--- src/rtl/nes_clk_sched.sv ---
// Master-clock enable scheduler: phase-locked PPU/CPU clock enables, startup reset hold,
// and run/pause/single-step control. Optional cpu_cycles counter via NES_CLK_SCHED_CYCLE_COUNT_EN.
module nes_clk_sched #(
    parameter int unsigned PPU_DIV        = 4,
    parameter int unsigned CPU_DIV        = 12,
    parameter int unsigned CPU_PHASE      = 0,
    parameter int unsigned STARTUP_CYCLES = 16
) (
    input  logic        clk,
    input  logic        rst_n,
    input  logic        run_req,
    input  logic        step_req,
    output logic        ppu_ce,
    output logic        cpu_ce,
    output logic        sys_rst_n,
    output logic        running,
`ifdef NES_CLK_SCHED_CYCLE_COUNT_EN
    output logic [31:0] cpu_cycles,
`endif
    output logic        step_done
);

    localparam int unsigned CNT_W = (CPU_DIV > 1) ? $clog2(CPU_DIV) : 1;
    localparam int unsigned SU_W  = $clog2(STARTUP_CYCLES + 1);
    localparam logic [CNT_W-1:0] CNT_LAST  = CNT_W'(CPU_DIV - 1);
    localparam logic [CNT_W-1:0] CNT_PHASE = CNT_W'(CPU_PHASE);
    localparam logic [SU_W-1:0]  SU_LAST   = SU_W'(STARTUP_CYCLES - 1);

    typedef enum logic [1:0] {StHold, StRun, StPaused, StStep} state_e;

    state_e           state_q, state_d;
    logic [CNT_W-1:0] cnt_q, cnt_d;
    logic [SU_W-1:0]  startup_q, startup_d;
    logic             ppu_ce_q, ppu_ce_d;
    logic             cpu_ce_q, cpu_ce_d;
    logic             sys_rst_n_q, sys_rst_n_d;
    logic             running_q, running_d;
    logic             step_done_q, step_done_d;
    logic             frame_end;

    assign frame_end = (cnt_q == CNT_LAST);

    always_comb begin
        state_d     = state_q;
        cnt_d       = '0;
        startup_d   = startup_q;
        sys_rst_n_d = sys_rst_n_q;
        step_done_d = 1'b0;
        unique case (state_q)
            StHold: begin
                startup_d = startup_q + 1'b1;
                if (startup_q == SU_LAST) begin
                    sys_rst_n_d = 1'b1;
                    state_d     = run_req ? StRun : StPaused;
                end
            end
            StRun: begin
                cnt_d = frame_end ? '0 : cnt_q + 1'b1;
                // A pending pause is cancelled by any later run_req=1, so only the
                // boundary sample decides whether this frame is the last one.
                if (frame_end && !run_req) begin
                    state_d = StPaused;
                end
            end
            StPaused: begin
                if (run_req) begin
                    state_d = StRun;
                end else if (step_req) begin
                    state_d = StStep;
                end
            end
            StStep: begin
                cnt_d = frame_end ? '0 : cnt_q + 1'b1;
                if (frame_end) begin
                    step_done_d = 1'b1;
                    state_d     = run_req ? StRun : StPaused;
                end
            end
            default: state_d = StHold;
        endcase

        // Enables are decoded from the next state/count so they align with cnt_q next cycle.
        running_d = (state_d == StRun) || (state_d == StStep);
        ppu_ce_d  = running_d && ((32'(cnt_d) % PPU_DIV) == 32'd0);
        cpu_ce_d  = running_d && (cnt_d == CNT_PHASE);
    end

    always_ff @(posedge clk or negedge rst_n) begin
        if (!rst_n) begin
            state_q     <= StHold;
            cnt_q       <= '0;
            startup_q   <= '0;
            ppu_ce_q    <= 1'b0;
            cpu_ce_q    <= 1'b0;
            sys_rst_n_q <= 1'b0;
            running_q   <= 1'b0;
            step_done_q <= 1'b0;
        end else begin
            state_q     <= state_d;
            cnt_q       <= cnt_d;
            startup_q   <= startup_d;
            ppu_ce_q    <= ppu_ce_d;
            cpu_ce_q    <= cpu_ce_d;
            sys_rst_n_q <= sys_rst_n_d;
            running_q   <= running_d;
            step_done_q <= step_done_d;
        end
    end

    assign ppu_ce    = ppu_ce_q;
    assign cpu_ce    = cpu_ce_q;
    assign sys_rst_n = sys_rst_n_q;
    assign running   = running_q;
    assign step_done = step_done_q;

`ifdef NES_CLK_SCHED_CYCLE_COUNT_EN
    logic [31:0] cpu_cycles_q;

    always_ff @(posedge clk or negedge rst_n) begin
        if (!rst_n) begin
            cpu_cycles_q <= '0;
        end else if (!sys_rst_n_q) begin
            cpu_cycles_q <= '0;
        end else if (cpu_ce_q) begin
            cpu_cycles_q <= cpu_cycles_q + 32'd1;
        end
    end

    assign cpu_cycles = cpu_cycles_q;
`endif

endmodule
--- config.mk ---
export PLATFORM = sky130hd
export DESIGN_NAME = nes_clk_sched
export DESIGN_NICKNAME = d
export VERILOG_FILES = /design/src/rtl/nes_clk_sched.sv
export SDC_FILE = /design/constraint.sdc
export NUM_CORES = 1
export LEC_CHECK = 0
export ABC_AREA = 0
export BUFFER_PORTS_ARGS = -buffer_cell sky130_fd_sc_hd__buf_2
export CORE_MARGIN = 8
export CORE_UTILIZATION = 50
export CTS_CLUSTER_DIAMETER = 40
export DETAILED_ROUTE_END_ITERATION = 7
export PLACE_DENSITY = 0.7
export SLEW_MARGIN = 20
export SYNTH_ARGS = -nofsm -noshare
export SYNTH_HDL_FRONTEND = slang
export SYNTH_SLANG_ARGS = --single-unit
export TNS_END_PERCENT = 30
--- constraint.sdc ---
create_clock -name clk -period 4.3 [get_ports clk]
set_clock_uncertainty 0.05 [all_clocks]
set_input_delay 0.215 -clock clk [delete_from_list [all_inputs] [get_ports clk]]
set_output_delay 0.215 -clock clk [all_outputs]
set_load 0.05 [all_outputs]
---- Yosys cells after proc, flatten, opt, wreduce, memory -nomap -nowiden ----
Index checks and enable logic that the tools add are counted.
word-level totals
  input port bits ......................... 4
  bits in registers ....................... 16
  word-level logic and storage cells ...... 38
  output and inout bits ................... 5
cells by class
  muxes and demuxes ....................... 11
  eq/ne operators ......................... 7
  reduce and logical (&&, ||, !) cells .... 10
  add/sub/neg operators ................... 2
operator list
  cell                                                  count
  zero test 32 bit                                      1
  2-to-1 mux 2 bit                                      6
  2-to-1 mux 4 bit                                      2
  one-hot mux 2 bit (4 select lines)                    1
  equality test 2 bit (second input constant)           3
  adder 5 x 1 -> 5 bit (second input constant)          1
  equality test 5 x 4 -> 1 bit (second input constant)  1
  adder 4 x 1 -> 4 bit (second input constant)          1
  equality test 2 x 1 -> 1 bit (second input constant)  2
  equality test 4 bit (second input constant)           1
  zero test 4 bit                                       1
  logical AND 1 bit                                     3
  zero test 2 bit                                       1
  2-to-1 mux 1 bit                                      2
  AND reduction 2 bit                                   1
  OR reduction 2 bit                                    1
  zero test 1 bit                                       1
  logical OR 1 bit                                      1

---- Longest topological paths before layout ----
Gate-level depths: netlist (run 1).
  depth after elaboration ................. 7
  mapped depth ............................ 7
  depth with buffers taken out ............ 7

---- Worst setup path before layout (run 1) ----
Ideal clock, no wire load.
  kind .................................... reg-to-reg
  start ................................... register startup_q[0]
  end ..................................... register cpu_ce_q (netlist: cpu_ce)
  data required time ...................... 4127 ps
  slack ................................... 2638 ps
  path buffers ............................ 0
  arrival time ............................ 1489 ps
  setup time .............................. 123 ps
  clock period less this slack ............ 1662 ps
  cell stages (with the launch flop) ...... 8
  path through ............................ dfrtp_1 ha_1 and3_1 ha_1 or2_1 nand2_1 nand3_2 nor3b_2
between the ends
  word-level cells in the longest chain between the ends .. 6
  elaborated cells between the ends (all ways) .. 7
  those cells by class .................... eq/ne: 3; mux: 2; reduce/logical: 2
ends and longest elaborated chain
  what                                                                 line  text
  start, declared                                                      33    logic [SU_W-1:0] startup_q, startup_d;
  start signal, assigned                                               101   startup_q <= startup_d;
  equality test 5 x 4 -> 1 bit (*)                                     52    if (startup_q == SU_LAST) begin
  2-to-1 mux 2 bit (*)                                                 52
  one-hot mux 2 bit (4 select lines) (*)                               49    unique case (state_q)
  via state_d[0]                                                       31    state_e state_q, state_d;
  equality test 2 x 1 -> 1 bit or equality test 2 bit (tied branches)  83    running_d = (state_d == StRun) || (state_d == StStep);
  logical OR 1 bit (*)                                                 83
  logical AND 1 bit (*)                                                85    cpu_ce_d = running_d && (cnt_d == CNT_PHASE);
  via cpu_ce_d                                                         35    logic cpu_ce_q, cpu_ce_d;
  end signal, assigned                                                 103   cpu_ce_q <= cpu_ce_d;
  end, declared                                                        35
Mark *: on every way through the listed nets, which the timed path passes. The rest lies on a longest branch.
A chain may end at the register's enable or synchronous reset.

---- Final worst setup path (run 1) ----
Same ends and word-level chain as after synthesis.

==> impl_metrics.yaml, run 1 <==
routing:
  routedWlPerCell_microns: 12.7
  vias: 452
  drc: 0
  dr.pass1.iters: 4
  ant_nets: 0
  routed_wl_microns: 1110
  vias_per_cell: 5.20
  drtIter0Drc: 3
global_routing:
  antenna_found_initial: 0
  grt_max_degree: 17
  grt_pass1_vias: 454
  gr-total-overflow: 0
  grtUsageTotal_pct: 9.44
  grt_pass1_wl_microns: 1960
synth:
  yosys-top-cells-area: "dfrtp_1 57%, ha_1 5.3%, xnor2_1 3.7%, xor2_1 3.7%, mux2_2 3.2%"
  synth_edf_count: 0
  synth_top_area_share_pct: 56.7
  synth.avg_cell_area_sq_um: 12.0
  yosysSeqAreaShare_pct: 56.7
  synth_ff_type: "dfrtp_1"
  ys_ff_latch: 16
  yosysUniqueCellTypes: 25
  synth_cells: 59
  synthArstFlopShare_pct: 100
  synthesis.area_sq_um: 706
  syn_nets: 66
  yosysTopAreaCell: "dfrtp_1"
  yosys_warnings: 0
power_and_ir_drop:
  clkPwrFrac_pct: 18.1
  irDropWorstVdd_uv: 444
  combPwrFrac_pct: 37.0
  netSwitchingFraction_pct: 37.7
  power_density_mw_per_mm2: 672
  cell_internal_pwr_w: 0.000339
  p_sw_w: 0.000206
  p_leak_nw: 0.393
  seqPwrFrac_pct: 44.9
sta:
  tns_ns: 0
  grt_setup_unrepaired: "false"
  hold_ws_ns: 0.0643
  hold_viol_final: 0
  setup_viol: 0
  maxSlewHeadroom_pct: 76.9
  fin_ws_ns: 2.50
  worstMarginPinSlew_ns: 0.347
  max_freq_mhz: 556
  slew_viol_final: 0
  min_period_ns: 1.80
  fin_crit_sh_pct: 41.8
worst_setup_path:
  rrSetupSlack_ns: 2.50
  reg2reg_from: "startup_q[0]$_DFFE_PN0N_"
  arrival_ns: 1.93
  reg2reg_depth: 7
  cpPeakStageDelay_ns: 0.41
  path_cells: "ha_1 -> and3_1 -> ha_1 -> or2_1 -> nand2_1 -> nand3_2 -> nor3b_2"
  crit_buf_inv: 0
  r2r_end: "cpu_ce$_DFF_PN0_"
  required_ns: 4.43
  cp_top_family: "simple AND/OR/NAND/NOR gates"
  crit_fanout: 3
  worst_path_most_repeated_cell: "ha_1"
  start_kind: "register"
  slowest_stage: "dfrtp_1"
  crit_type: "register to register"
  cp-end-kind: "register"
worst_hold_path:
  min_from: "run_req"
  holdPathEnd: "state_q[1]$_DFF_PN0_"
  min_path_cells: 2
  min-delay-path-class: "primary input to register"
layout:
  area_growth_pct: 14.9
  fillers: 106
  drive_above_1_share_pct: 27.8
  post-route-util_pct: 61.5
  nets: 80
  final_cells: 87
  diodes: 0
clock_network:
  h-tree-depth: 1
  clk_latency_ns: 0.29
  cts_buffer_depth: 2
  cts_tree: "yes"
  cts_resized: 0
  cts.clk_slew.worst_paths_ns: 0.09
  cts_num_sinks: 16
  clock-root-buffer: "clkbuf_4"
  cts_made_buffers: 3
floorplan:
  start_util_pct: 53.6
  coreArea_sq_mm: 0.00132
  die-area_sq_mm: 0.00287
  pin_count: 9
  rows: 13
  die_h_microns: 53.6
  fp.dieW_microns: 53.6
place:
  place.gp.congestion: 0.803
  hpwl_microns: 825
  place_ws_ns: 2.53
  numPlacedInstances: 82
  portBuffers: 8
flow_run:
  maxCapViolCount: 0
outcome:
  outcome: "completed"
cell usage in the layout (no fill, tap or decap), types with 2 or more instances in the layout:
cell      synthesis  routed
a21oi_1           4       4
buf_2             0       8
clkbuf_4          0       3
dfrtp_1          16      16
ha_1              3       3
mux2_2            2       2
nand2_1           4       4
nand3_1           2       2
nor2_1            4       4
nor2b_1           3       3
xnor2_1           3       3
xor2_1            3       3
power groups by stage:
stage / Sequential [W] / Clock, W / Combinational, W
after floorplan: 0.000266 / 0 / 0.000141
after global placement: 0.000248 / 0 / 0.000197
after detailed placement: 0.000248 / 0 / 0.000201
after CTS: 0.000245 / 0.000102 / 0.000204
after global routing: 0.000254 / 0.000108 / 0.000228
final: 0.000244 / 0.0000987 / 0.000202
state kept, by name (all words and copies together) (netlist names):
signal / flops
cnt_q: 4
cpu_ce: 1
ppu_ce: 1
running: 1
startup_q: 5
state_q: 2
step_done: 1
sys_rst_n: 1
worst max-delay path by stage:
stage                                   from          endpoint  slack [ns]  depth (start not counted)
floorplan           startup_q[0]$_DFFE_PN0N_  cpu_ce$_DFF_PN0_        2.64                          7
global placement    startup_q[0]$_DFFE_PN0N_  cpu_ce$_DFF_PN0_        2.54                          7
detailed placement  startup_q[0]$_DFFE_PN0N_  cpu_ce$_DFF_PN0_        2.53                          7
CTS                 startup_q[0]$_DFFE_PN0N_  cpu_ce$_DFF_PN0_        2.51                          7
global route        startup_q[0]$_DFFE_PN0N_  cpu_ce$_DFF_PN0_        2.42                          7
finish              startup_q[0]$_DFFE_PN0N_  cpu_ce$_DFF_PN0_        2.50                          7
per-layer routing:
layer	share of wire, %	global-route usage [%]	vias to the layer above
met4	2.4	5.04	0
met1	50	11.9	212
li1	-	-	225
met3	7.5	3.58	3
met2	40	13.7	12
met5	0	0	-
metrics by stage:
stage | total power (W) | instance area, sq um
3_3_place_gp | 0.000445 | 764
4_1_cts | 0.000552 | 811
5_1_grt | 0.000590 | 811
6_report | 0.000545 | 811
3_5_place_dp | 0.000449 | 764
2_1_floorplan | 0.000407 | 706
synthesized netlist by cell type, types with 2 or more instances:
library cell,instances
xor2_1,3
nor2b_1,3
dfrtp_1,16
ha_1,3
a21oi_1,4
nand3_1,2
mux2_2,2
xnor2_1,3
nand2_1,4
nor2_1,4
layout make-up:
cell class / instances / area [sq um] / area share [%]
Clock buffer: 4 / 36.3 / 4.48
Multi-Input combinational cell: 42 / 302 / 37.2
Sequential cell: 16 / 400 / 49.4
Inverter: 1 / 3.75 / 0.463
Timing Repair Buffer: 9 / 50.0 / 6.17
Tap cell: 15 / 18.8 / 2.31
worst register-to-register path, stage by stage (launching register included):
cell,delay [ns]
dfrtp_1,0.41
ha_1,0.22
and3_1,0.18
ha_1,0.19
or2_1,0.25
nand2_1,0.12
nand3_2,0.09
nor3b_2,0.17
cell families (layout without fill, tap and decap cells):
kind of cell,Yosys count,count (layout),synth area share [%]
xor gates and xnor gates,6,6,7.45
AOI/OAI and AO/OA,9,9,9.22
buffers and inverters,1,14,0.531
adders and majority gates,3,3,5.32
muxes,2,2,3.19
DFF,16,16,56.7
and+or+nand+nor,22,22,17.6
repair_timing:
| item | in CTS | in global routing |
|---|---|---|
| setup endpoints to repair | 0 | 0 |
| hold buffers | 1 | 0 |
| buffers inserted | 0 | 0 |
| endpoints found under the hold margin | 16 | 0 |
Note: power is estimated with default switching activity, not from simulation.
==> run 2: changes to the inputs <==
- ABC_AREA: 0 -> 1
- CORE_UTILIZATION: 50 -> 48
- PLACE_DENSITY: 0.7 -> 0.71
- clock period: 4.3 -> 1.6 ns (I/O delays scaled with it)
==> impl_metrics.yaml, run 2 <==
outcome:
  outcome: "completed"
layout:
  area_growth_pct: 14.3
  drive_above_1_share_pct: 22.2
  fillers: 129
  final_common_cell: "nand2_1"
  diodes: 0
  largest-register: "startup_q"
  layout_common_cells: "17 x nand2_1, 16 x dfrtp_1, 15 x inv_1"
  largest_reg_flops: 5
  final_cells: 106
  reg_top3: "startup_q (5), cnt_q (4), state_q (2)"
  nets: 99
global_routing:
  grt_pass1_wl_microns: 1930
  antenna_found_initial: 0
  grtUsageTotal_pct: 9.14
  grt_pass1_vias: 507
  grt_max_degree: 17
  gr-total-overflow: 0
sta:
  min_period_ns: 1.50
  worstMarginPinSlew_ns: 0.353
  grt_setup_unrepaired: "false"
  setup_viol: 0
  fin_ws_ns: 0.0970
  hold_viol_final: 0
  fin_crit_sh_pct: 93.9
  maxSlewHeadroom_pct: 76.4
  max_freq_mhz: 665
  tns_ns: 0
  slew_viol_final: 0
synth:
  yosysUniqueCellTypes: 17
  synth_cells: 77
  synthesis.area_sq_um: 719
  synth_top_area_share_pct: 55.7
  synth_ff_type: "dfrtp_1"
  synth_edf_count: 0
  synth.avg_cell_area_sq_um: 9.34
  synthArstFlopShare_pct: 100
  yosysSeqAreaShare_pct: 55.7
  ys_ff_latch: 16
  yosys_warnings: 0
  yosys-top-cells-area: "dfrtp_1 56%, nand2_1 8.9%, inv_1 7.8%, ha_1 5.2%, nand3_1 4.9%"
  syn_nets: 84
  ys_top_cells_by_count: "17 x nand2_1, 16 x dfrtp_1, 15 x inv_1"
  yosysTopAreaCell: "dfrtp_1"
  yosysMostFrequentCell: "nand2_1"
routing:
  drc: 0
  drtIter0Drc: 4
  dr.pass1.iters: 4
  ant_nets: 0
  routed_wl_microns: 1140
  vias: 514
  vias_per_cell: 4.85
  routedWlPerCell_microns: 10.7
power_and_ir_drop:
  total_power_w: 0.00140
  p_leak_nw: 0.457
  power_density_mw_per_mm2: 1700
  irDropWorstVdd_uv: 708
clock_network:
  cts_tree: "yes"
  cts.clk_slew.worst_paths_ns: 0.09
  cts_buffer_depth: 2
  clock-root-buffer: "clkbuf_4"
  clk_latency_ns: 0.28
  cts_num_sinks: 16
  cts_made_buffers: 3
  h-tree-depth: 1
worst_setup_path:
  crit_fanout: 3
  cpPeakStageDelay_ns: 0.41
  required_ns: 1.73
  arrival_ns: 1.64
  crit_buf_inv: 2
  crit_type: "register to register"
  cp-end-kind: "register"
  cp_top_family: "simple AND/OR/NAND/NOR gates"
  start_kind: "register"
  path_cells: "ha_2 -> and3_1 -> ha_1 -> inv_1 -> nand2_1 -> nand2_2 -> nand3_2 -> nand2_2 -> inv_1"
  slowest_stage: "dfrtp_1"
place:
  hpwl_microns: 846
  place.gp.congestion: 0.767
  portBuffers: 8
  place_ws_ns: 0.0758
  numPlacedInstances: 101
worst_hold_path:
  min-delay-path-class: "primary input to register"
flow_run:
  maxCapViolCount: 0
floorplan:
  die-area_sq_mm: 0.00299
  rows: 14
  die_h_microns: 54.7
  fp.dieW_microns: 54.7
  coreArea_sq_mm: 0.00145
  start_util_pct: 49.5
  pin_count: 9
==> run 2: cell types whose count changed after synthesis, moves of 2 or more <==
| cell | change |
|---|---|
| a21oi_1 | -4 |
| inv_1 | +14 |
| mux2_2 | -2 |
| nand2_1 | +13 |
| nand3_1 | +5 |
| nor2b_1 | -3 |
==> run 2: stage by stage <==
stage | hold WS (ns) | area, sq um | utilization [%]
CTS | 0.00902 | 812 | 55.9
finish | 0.0145 | 822 | 56.5
floorplan | -0.266 | 719 | -
global placement | -0.0504 | 779 | 53.6
global route | 0.0277 | 822 | 56.5
detailed placement | -0.0422 | 779 | 53.6
==> run 2: path summary, 6_finish.rpt <==
check                                    startpoint                    end  cells after the start  slack [ns]
setup / recovery           startup_q[0]$_DFFE_PN0N_       ppu_ce$_DFF_PN0_                      9         0.1
hold / removal                              run_req      running$_DFF_PN0_                      3        0.01
setup reg to reg           startup_q[0]$_DFFE_PN0N_       ppu_ce$_DFF_PN0_                      9         0.1
hold reg to reg               sys_rst_n$_DFFE_PN0P_  sys_rst_n$_DFFE_PN0P_                      1        0.42
max in group asynchronous                     rst_n     cnt_q[3]$_DFF_PN0_                      2        1.06
min in group asynchronous                     rst_n    step_done$_DFF_PN0_                      2        0.19
==> run 2: cell type report <==
class	instances	area, sq um	share of cell area (%)
multi-input cells	45	262	31.8
clock buffers	3	22.5	2.74
well taps	16	20.0	2.44
flip-flops and latches	16	400	48.7
repair buffers	10	57.6	7.00
inverters	16	60.1	7.31
==> run 2: worst reg2reg max path: cells and delay by family (launching register included) <==
kind / cells / cell delay (ns)
AND/OR/NAND/NOR: 5 / 0.46
flip-flops: 1 / 0.41
buffers and inverters: 2 / 0.12
adder cells (fa/ha/maj): 2 / 0.36
==> run 2: per-layer routing <==
layer  GRT usage [%]  share of wire, %  up-vias
met1            9.02                44      234
met4            8.61               3.8        0
met5               0                 0        -
li1                -                 -      263
met3            2.45               6.6        5
met2            15.1                45       12
==> run 2: where the power goes <==
part | leakage (nW) | switching [W] | internal (W)
logic | 0.245 | 0.000353 | 0.000197
registers | 0.199 | 0.000110 | 0.000533
clock network | 0.0138 | 0.000119 | 0.0000874
total | 0.457 | 0.000582 | 0.000818
==> run 2: kinds of logic after synthesis <==
kind of cell | count (synthesis) | share of synthesized area, %
XOR/XNOR | 4 | 4.87
AND/OR/NAND/NOR | 37 | 25.2
adder cells (fa/ha/maj) | 3 | 5.22
AO/OA/AOI/OAI | 1 | 0.695
buffers and inverters | 16 | 8.35
flip-flops | 16 | 55.7
==> run 2: timing repair <==
action,CTS,global route
setup endpoints to repair,0,2
hold buffers,1,0
hold endpoints to repair,16,0
buffers inserted,0,1
gates resized for setup,0,1
==> run 3: changes to the inputs <==
- ABC_AREA: 1 -> not set
==> impl_metrics.yaml, run 3 (synthesis gave the netlist of run 1 again) <==
power_and_ir_drop:
  power_density_mw_per_mm2: 1710
  cell_internal_pwr_w: 0.000964
  p_leak_nw: 0.425
  combPwrFrac_pct: 40.8
  irDropWorstVdd_uv: 825
  netSwitchingFraction_pct: 36.9
  seqPwrFrac_pct: 42.3
  clkPwrFrac_pct: 16.9
  p_sw_w: 0.000562
place:
  place.gp.congestion: 0.678
  hpwl_microns: 859
  portBuffers: 8
  place_ws_ns: -0.0576
  numPlacedInstances: 88
layout:
  largest-register: "startup_q"
  diodes: 0
  final_common_cell: "dfrtp_1"
  nets: 87
  drive_above_1_share_pct: 39.2
  largest_reg_flops: 5
  fillers: 127
  reg_top3: "startup_q (5), cnt_q (4), state_q (2)"
  layout_common_cells: "16 x dfrtp_1, 8 x buf_2, 6 x buf_4"
  final_cells: 95
  area_growth_pct: 26.4
outcome:
  outcome: "complete, but fails checks"
  violations: "setup timing"
clock_network:
  cts_made_buffers: 3
  cts.clk_slew.worst_paths_ns: 0.09
  clk_latency_ns: 0.28
  cts_tree: "yes"
  cts_num_sinks: 16
  cts_buffer_depth: 2
  h-tree-depth: 1
  clock-root-buffer: "clkbuf_4"
routing:
  drc: 0
  dr.pass1.iters: 2
  vias_per_cell: 5.23
  drtIter0Drc: 2
  routed_wl_microns: 1180
  ant_nets: 0
  vias: 497
  routedWlPerCell_microns: 12.4
sta:
  fin_ws_ns: -0.0319
  maxSlewHeadroom_pct: 76.5
  slew_viol_final: 0
  tns_ns: -0.0438
  min_period_ns: 1.63
  fin_crit_sh_pct: 102
  max_freq_mhz: 613
  setup_viol: 2
  worstMarginPinSlew_ns: 0.352
  hold_ws_ns: 0.169
  grt_setup_unrepaired: "true"
  hold_viol_final: 0
worst_setup_path:
  crit_type: "register to register"
  arrival_ns: 1.76
  crit_buf_inv: 0
  cp_top_family: "simple AND/OR/NAND/NOR gates"
  crit_fanout: 3
  cp-end-kind: "register"
  cpPeakStageDelay_ns: 0.40
  required_ns: 1.72
  slowest_stage: "dfrtp_1"
  start_kind: "register"
  path_cells: "ha_2 -> and3_4 -> ha_4 -> or2_4 -> nand2_2 -> nand3_2 -> nor3b_2"
global_routing:
  grt_pass1_vias: 522
  grt_max_degree: 17
  gr-total-overflow: 0
  grtUsageTotal_pct: 9.77
  antenna_found_initial: 0
  grt_pass1_wl_microns: 2120
floorplan:
  fp.dieW_microns: 54.3
  die_h_microns: 54.3
  pin_count: 9
  start_util_pct: 49.1
  die-area_sq_mm: 0.00295
  rows: 14
  coreArea_sq_mm: 0.00144
worst_hold_path:
  min-delay-path-class: "primary input to register"
flow_run:
  maxCapViolCount: 0
==> run 3: cell types whose count changed in the layout (fill, tap and decap cells not counted), moves of 2 or more <==
| cell | delta |
|---|---|
| nand3_1 | -5 |
| a21oi_1 | +4 |
| nand2_1 | -14 |
| nor2b_1 | +3 |
| inv_1 | -14 |
| mux2_2 | +2 |
| buf_4 | +5 |
==> run 3: power by group through the flow <==
stage                     sequential, W  combinational [W]  clock, W
final                          0.000645           0.000622  0.000258
after global routing           0.000665           0.000708  0.000297
after CTS                      0.000646           0.000626  0.000271
after detailed placement       0.000655           0.000607         0
after global placement         0.000651           0.000594         0
after floorplan                0.000716           0.000380         0
==> run 3: area by class of cell <==
cell class,instances,area (sq um),share of cell area (%)
Clock buffer,4,36.3,4.07
Sequential cell,16,400,44.9
Timing Repair Buffer,16,105,11.8
Inverter,1,3.75,0.421
Tap cell,16,20.0,2.24
Multi-Input combinational cell,42,327,36.6
==> run 3: what timing repair did <==
action | in CTS | in global routing
setup endpoints to repair | 2 | 3
pin swaps | 1 | 2
endpoints found under the hold margin | 17 | 0
buffers inserted | 1 | 0
resized for setup | 2 | 2
hold buffers | 2 | 0
==> run 3: metrics by stage <==
| stage | total power (W) | utilization (%) | instance area, sq um |
|---|---|---|---|
| after global routing | 0.00167 | 62.1 | 892 |
| final | 0.00153 | 62.1 | 892 |
| after global placement | 0.00125 | 56.3 | 808 |
| after CTS | 0.00154 | 61.8 | 887 |
| after detailed placement | 0.00126 | 56.3 | 808 |
| after floorplan | 0.00110 | - | 711 |
==> run 3: path summary, 6_finish.rpt <==
kind / start / endpoint / slack [ns] / cells past startpoint
max reg2reg: startup_q[0]$_DFFE_PN0N_ / cpu_ce$_DFF_PN0_ / -0.03 / 7
min: step_req / running$_DFF_PN0_ / 0.17 / 4
max: startup_q[0]$_DFFE_PN0N_ / cpu_ce$_DFF_PN0_ / -0.03 / 7
min reg2reg: sys_rst_n$_DFFE_PN0P_ / sys_rst_n$_DFFE_PN0P_ / 0.42 / 1
max in group asynchronous: rst_n / cnt_q[2]$_DFF_PN0_ / 1.06 / 2
min in group asynchronous: rst_n / running$_DFF_PN0_ / 0.18 / 2
==> run 3: worst min-delay path, stage by stage <==
cell and delay, ns:
buf_2 0.07, nor2b_1 0.13, o21ai_1 0.09, nand3_1 0.08
==> run 3: per-layer routing <==
metal / GRT usage (%) / vias to the layer above / part of all wire [%]
met5: 0 / - / 0
met3: 2.45 / 2 / 6.6
li1: - / 241 / -
met4: 6.15 / 0 / 1.0
met2: 15.6 / 8 / 49
met1: 11.4 / 246 / 43
